### src/rtl/fifo_pkg.sv
// Shared FIFO read-side defaults: widths, pointer width helper
// and the output-credit limit.
package fifo_pkg;

  localparam int ADDR_W_DEF = 4;
  localparam int DATA_W_DEF = 8;

  // Words the read side may hold: buffered plus in flight.
  localparam int CREDIT_MAX = 2;

  // Read pointer carries one extra wrap bit.
  function automatic int ptr_w(input int aw);
    return aw + 1;
  endfunction

endpackage

### src/rtl/fifo_rd_skid.sv
// Two-entry output buffer: push lands RAM data, pop on valid & ready.
// Ports: push/push_data in, rready in, rdata/rvalid/pop out.
module fifo_rd_skid
  import fifo_pkg::*;
#(
  parameter int DATA_W = DATA_W_DEF
) (
  input  logic              i_clk,
  input  logic              i_rest,
  input  logic              push,
  input  logic [DATA_W-1:0] push_data,
  input  logic              rready,
  output logic [DATA_W-1:0] rdata,
  output logic              rvalid,
  output logic              pop
);

  logic [DATA_W-1:0] slot0;
  logic [DATA_W-1:0] slot1;
  logic              v0;
  logic              v1;

  assign pop    = v0 & rready;
  assign rdata  = slot0;
  assign rvalid = v0;

  always_ff @(posedge i_clk) begin
    if (!i_rest) begin
      slot0 <= '0;
      slot1 <= '0;
      v0    <= 1'b0;
      v1    <= 1'b0;
    end else begin
      unique case (1'b1)
        push && pop: begin
          // Arriving word takes the freed place; no bubble.
          if (v1) begin
            slot0 <= slot1;
            slot1 <= push_data;
          end else begin
            slot0 <= push_data;
          end
        end
        pop && !push: begin
          slot0 <= slot1;
          v0    <= v1;
          v1    <= 1'b0;
        end
        push && !pop: begin
          if (!v0) begin
            slot0 <= push_data;
            v0    <= 1'b1;
          end else begin
            slot1 <= push_data;
            v1    <= 1'b1;
          end
        end
        default: ;
      endcase
    end
  end

endmodule

### src/rtl/fifo_read_control.sv
// FIFO read-side controller: gates reads on empty, owns rd_ptr,
// drives the RAM read port and a valid/ready output via fifo_rd_skid.
module fifo_read_control
  import fifo_pkg::*;
#(
  parameter int ADDR_W = ADDR_W_DEF,
  parameter int DATA_W = DATA_W_DEF
) (
  input  logic              i_clk,
  input  logic              i_rest,
  input  logic              i_ren,
  input  logic              i_empty,
  input  logic [DATA_W-1:0] i_rdata,
  input  logic              i_rready,
  output logic              o_ren_ctrl,
  output logic [ADDR_W-1:0] o_raddr,
  output logic [ADDR_W:0]   o_rd_ptr,
  output logic [DATA_W-1:0] o_rdata,
  output logic              o_rvalid,
  output logic              o_underflow
);

  localparam int PTR_W = ptr_w(ADDR_W);

  logic [PTR_W-1:0] rd_ptr;
  logic [1:0]       cnt;
  logic             in_flight;
  logic             underflow;
  logic             pop;
  logic             req;
  logic             issue;

  // Credit covers buffered and in-flight words, so the buffer
  // can never be pushed while full.
  assign req   = i_rest & i_ren &
                 ((cnt < 2'(CREDIT_MAX)) | pop);
  assign issue = req & ~i_empty;

  assign o_ren_ctrl  = issue;
  assign o_raddr     = rd_ptr[ADDR_W-1:0];
  assign o_rd_ptr    = rd_ptr;
  assign o_underflow = underflow;

  always_ff @(posedge i_clk) begin
    if (!i_rest) begin
      rd_ptr    <= '0;
      cnt       <= '0;
      in_flight <= 1'b0;
      underflow <= 1'b0;
    end else begin
      if (issue) begin
        rd_ptr <= rd_ptr + PTR_W'(1);
      end
      in_flight <= issue;
      unique case ({issue, pop})
        2'b10:   cnt <= cnt + 2'd1;
        2'b01:   cnt <= cnt - 2'd1;
        default: ;
      endcase
      // Checker hook: a read launched against an empty FIFO.
      if (issue & i_empty) begin
        underflow <= 1'b1;
      end
    end
  end

  fifo_rd_skid #(
    .DATA_W (DATA_W)
  ) u_skid (
    .i_clk     (i_clk),
    .i_rest    (i_rest),
    .push      (in_flight),
    .push_data (i_rdata),
    .rready    (i_rready),
    .rdata     (o_rdata),
    .rvalid    (o_rvalid),
    .pop       (pop)
  );

endmodule

### config.mk
export PLATFORM = sky130hd
export DESIGN_NAME = fifo_read_control
export DESIGN_NICKNAME = d
export VERILOG_FILES = /design/src/rtl/fifo_pkg.sv /design/src/rtl/fifo_rd_skid.sv /design/src/rtl/fifo_read_control.sv
export SDC_FILE = /design/constraint.sdc
export NUM_CORES = 1
export LEC_CHECK = 0
export CORE_MARGIN = 4
export CORE_UTILIZATION = 25
export CTS_CLUSTER_DIAMETER = 80
export DETAILED_ROUTE_END_ITERATION = 8
export GPL_TIMING_DRIVEN = 0
export SYNTH_ARGS = -nofsm -noshare
export SYNTH_HDL_FRONTEND = slang
export SYNTH_SLANG_ARGS = --single-unit
### constraint.sdc
create_clock -name i_clk -period 2 [get_ports i_clk]
set_input_delay 0.6 -clock i_clk [delete_from_list [all_inputs] [get_ports i_clk]]
set_output_delay 0.6 -clock i_clk [all_outputs]
set_load 0.02 [all_outputs]
==> metrics.csv <==
stage,metric,value,unit
synth,compound-cell area share of the yosys netlist,26.2,%
routing,Via density,4.72,
layout,Finished Layout Cells,264,
critical_path,Startpoint Class,flop,
synth,Post-synth EDFFs,0,
die,Starting Density,25.9,%
layout,share of cells above drive strength 1,19.8,%
cts,worst-skew pair later-pin latency,270,ps
critical_path,Critical R2R Capture,u_skid.rdata[7],
routing,number of DRC markers in iteration 0,63,
die,Die ar.,7020,sq um
synth,Synth cell types,35,
placement,Setup Slack @ Placement,-773,ps
timing,Slew headroom,76.6,%
global_route,grt total ovfl,0,
critical_path,crit path buf inv count,1,
timing,final setup margin,60.2,ps
timing,worst slew pin tran,351,ps
cts,Root Driver,clkbuf_8,
critical_path,CP Capture Type,primary output,
placement,placed cell area,1870,sq um
critical_path,cell count along the critical path,1,
synth,Synth Area per Inst,9.33,sq um
critical_path,Worst EP required,1400,ps
timing,RSZ-0062 raised after global routing,no,
die,num rows,27,
layout,fin area,1940,sq um
timing,Fin Hold WS,470,ps
global_route,vias in the first global route,1273,
global_route,largest net degree at the start of global routing,15,
routing,top sig layer,met4,
timing,Final Setup Violations,0,
synth,Synth Area in Simple Gates,15.5,%
timing,skew final,4.47,ps
synth,largest family of logic cells by synthesized area,compound AO/OA/AOI/OAI gates,
pwr,VDD IR max,0.000282,V
pwr,PwrDens,605,nW/um^2
die,die height,83.8,um
timing,Final Hold Violating Endpoints,0,
global_route,initial antenna violation count,0,
worst_hold_path,worst hold stages,1,
critical_path,CP Max Fanout,6,
pwr,total leakage power,0.725,nW
critical_path,Worst R2R Start,u_skid.rvalid,
synth,Synth Warn #,0,
routing,met1 WL,1750,um
synth,Synth Area in Adders,4.36,%
placement,port bufs,32,
placement,placed instance count,258,
synth,Mapped Cells,154,
synth,Synth Register Bits,27,
run_status,status,"finished, final reports clean",
cts,CTS max path bufs,2,
layout,# diodes,0,
layout,Multi-input gate area,820,sq um
timing,final period utilization,97.0,%
global_route,GRT Overall Usage,10.5,%
placement,hpwl dp,2560,um
cts,CTS tree,yes,
layout,Final Util,35.0,%
die,die span in x,83.8,um
synth,sequential cell area fraction in the yosys report,37.6,%
routing,Met3 Routed Length,92,um
layout,register area,542,sq um
global_route,first-pass GRT wire length,6090,um
timing,crit path time final,1940,ps
routing,"antenna viol nets, final",0,
cts,Clock Pin Slew Worst Setup and Hold Paths,90,ps
critical_path,CP arrival,1340,ps
critical_path,Crit path max-delay family,buffers and inverters,
layout,Final nets,211,
critical_path,reg2reg path depth,7,
die,I/O pin count,33,
critical_path,Setup crit start,o_rd_ptr[2],
routing,DR WL met2,1660,um
cts,"Hold-fix buffers, CTS",0,
synth,Mapped Area,1440,sq um
synth,ys async rst share,0,%
cts,clk sinks,27,
timing,fmax,516,MHz
routing,1st-pass router iterations,4,
routing,Vias,1246,
synth,Synth Area in XOR/XNOR,1.22,%
critical_path,"reg-to-reg slack, setup",230,ps
worst_hold_path,Hold Startpoint,o_underflow,
layout,layout overhead on the synthesized area,35.0,%
cts,CTS Buf Count,3,
synth,post-synth net total,172,
critical_path,CP peak stage delay,640,ps
critical_path,CP Cell Sequence,clkdlybuf4s50_1,
critical_path,Setup CP Type,flop to primary output,
flow_run,Max Cap Viol,0,
placement,gpl congestion,0.737,
cts,Max H-tree Level,1,
timing,"Slew Viols, Final",0,
die,core area,5540,sq um
worst_hold_path,worst min-delay path class,flop to flop,
synth,main flop type after synthesis,dfxtp_1,
layout,# fillers,587,
routing,# DRC,0,
routing,final wirelength,3570,um
routing,WL/cell,13.5,um
critical_path,crit path to,o_raddr[2],
critical_path,Slowest cell on crit path,clkdlybuf4s50_1,
synth,proportion of synthesized area in mux cells,7.67,%
-- final cells by class --
type | instances | area share [%]
inverter | 7 | 1.35
timing repair buffer | 34 | 17.2
buffer | 11 | 4.26
tap | 72 | 4.65
sequential | 27 | 27.9
clock buffer | 4 | 2.32
multi-input combinational | 109 | 42.3
-- cell usage after synthesis (2+ instances only) --
cell type  number  area, sq um
dfxtp_1        27          541
nand2_1        13         48.8
a21oi_1        11         55.1
nand3_1        10         50.1
a211oi_1        9         67.6
nor2b_1         8         50.1
o21ai_1         8         40.0
a221oi_1        6         52.6
o32ai_2         6         97.6
buf_4           5         37.5
ha_1            5         62.6
inv_1           5         18.8
mux2i_1         5         50.1
o21ai_0         5         25.0
buf_2           3         15.0
nor2_1          3         11.3
a31oi_1         2         12.5
buf_6           2         22.5
inv_2           2         7.51
mux2_2          2         22.5
nand2b_1        2         12.5
o21ai_2         2         17.5
-- placed cells by master, fill, tap and decap left out, types with 2 or more instances in the layout --
| master | n |
|---|---|
| nor2_1 | 3 |
| o21ai_2 | 2 |
| dfxtp_1 | 26 |
| ha_1 | 4 |
| inv_2 | 3 |
| mux2i_1 | 5 |
| dlygate4sd2_1 | 7 |
| nand3_1 | 10 |
| buf_2 | 2 |
| nand2_4 | 2 |
| buf_4 | 7 |
| mux2_2 | 2 |
| nor2b_1 | 8 |
| nand2_1 | 13 |
| a31oi_1 | 2 |
| a21oi_1 | 11 |
| inv_1 | 4 |
| clkbuf_8 | 3 |
| o32ai_2 | 6 |
| a221oi_1 | 6 |
| o21ai_0 | 5 |
| clkdlybuf4s50_1 | 22 |
| nand2b_1 | 2 |
| buf_6 | 4 |
| a211oi_1 | 8 |
| o21ai_1 | 8 |
-- routing by layer --
metal | global-route usage (%) | vias up
li1 | - | 636
met1 | 13.6 | 585
met2 | 17.6 | 20
met3 | 0.987 | 5
met4 | 4.24 | 0
met5 | 0 | -
-- cell families (layout without fill, tap and decap cells) --
logic type      Yosys count  after routing
fa+ha+maj                 5              5
xor+xnor                  2              2
simple gates             43             43
mux                       9              9
buf+inv                  18             56
flops                    27             27
compound gates           50             50
-- worst min path at each step --
stage / to / slack, ps
2_1_floorplan: u_skid.rdata[2] / 450
3_3_place_gp: o_underflow / 450
3_5_place_dp: o_underflow / 450
4_1_cts: o_rd_ptr[4] / 480
5_1_grt: o_underflow / 500
6_report: o_underflow / 470
-- flip-flops by register name (all words and copies together) (netlist names) --
name,cells
in_flight,1
u_skid.slot1,8
o_rd_ptr,5
cnt,2
u_skid.v1,1
u_skid.rdata,8
o_underflow,1
u_skid.rvalid,1
-- where the power goes --
| group | internal, mW | switching (mW) |
|---|---|---|
| logic | 0.127 | 0.140 |
| clock network | 0.143 | 0.173 |
| registers | 0.565 | 0.0250 |
| total | 0.835 | 0.339 |
-- per-stage QoR --
step	TNS, ps	total power [mW]
after global placement	-9500	0.865
after global routing	0	1.23
after detailed placement	-9420	0.868
after CTS	0	1.18
final	0	1.17
after floorplan	0	0.765
-- repair_timing --
| item | in CTS | in global routing |
|---|---|---|
| setup buffers | 2 | 0 |
| setup endpoints to repair | 25 | 4 |
| pin swaps | 2 | 0 |
| gates resized for setup | 18 | 4 |
No activity file was read; power rests on OpenSTA's default activity.
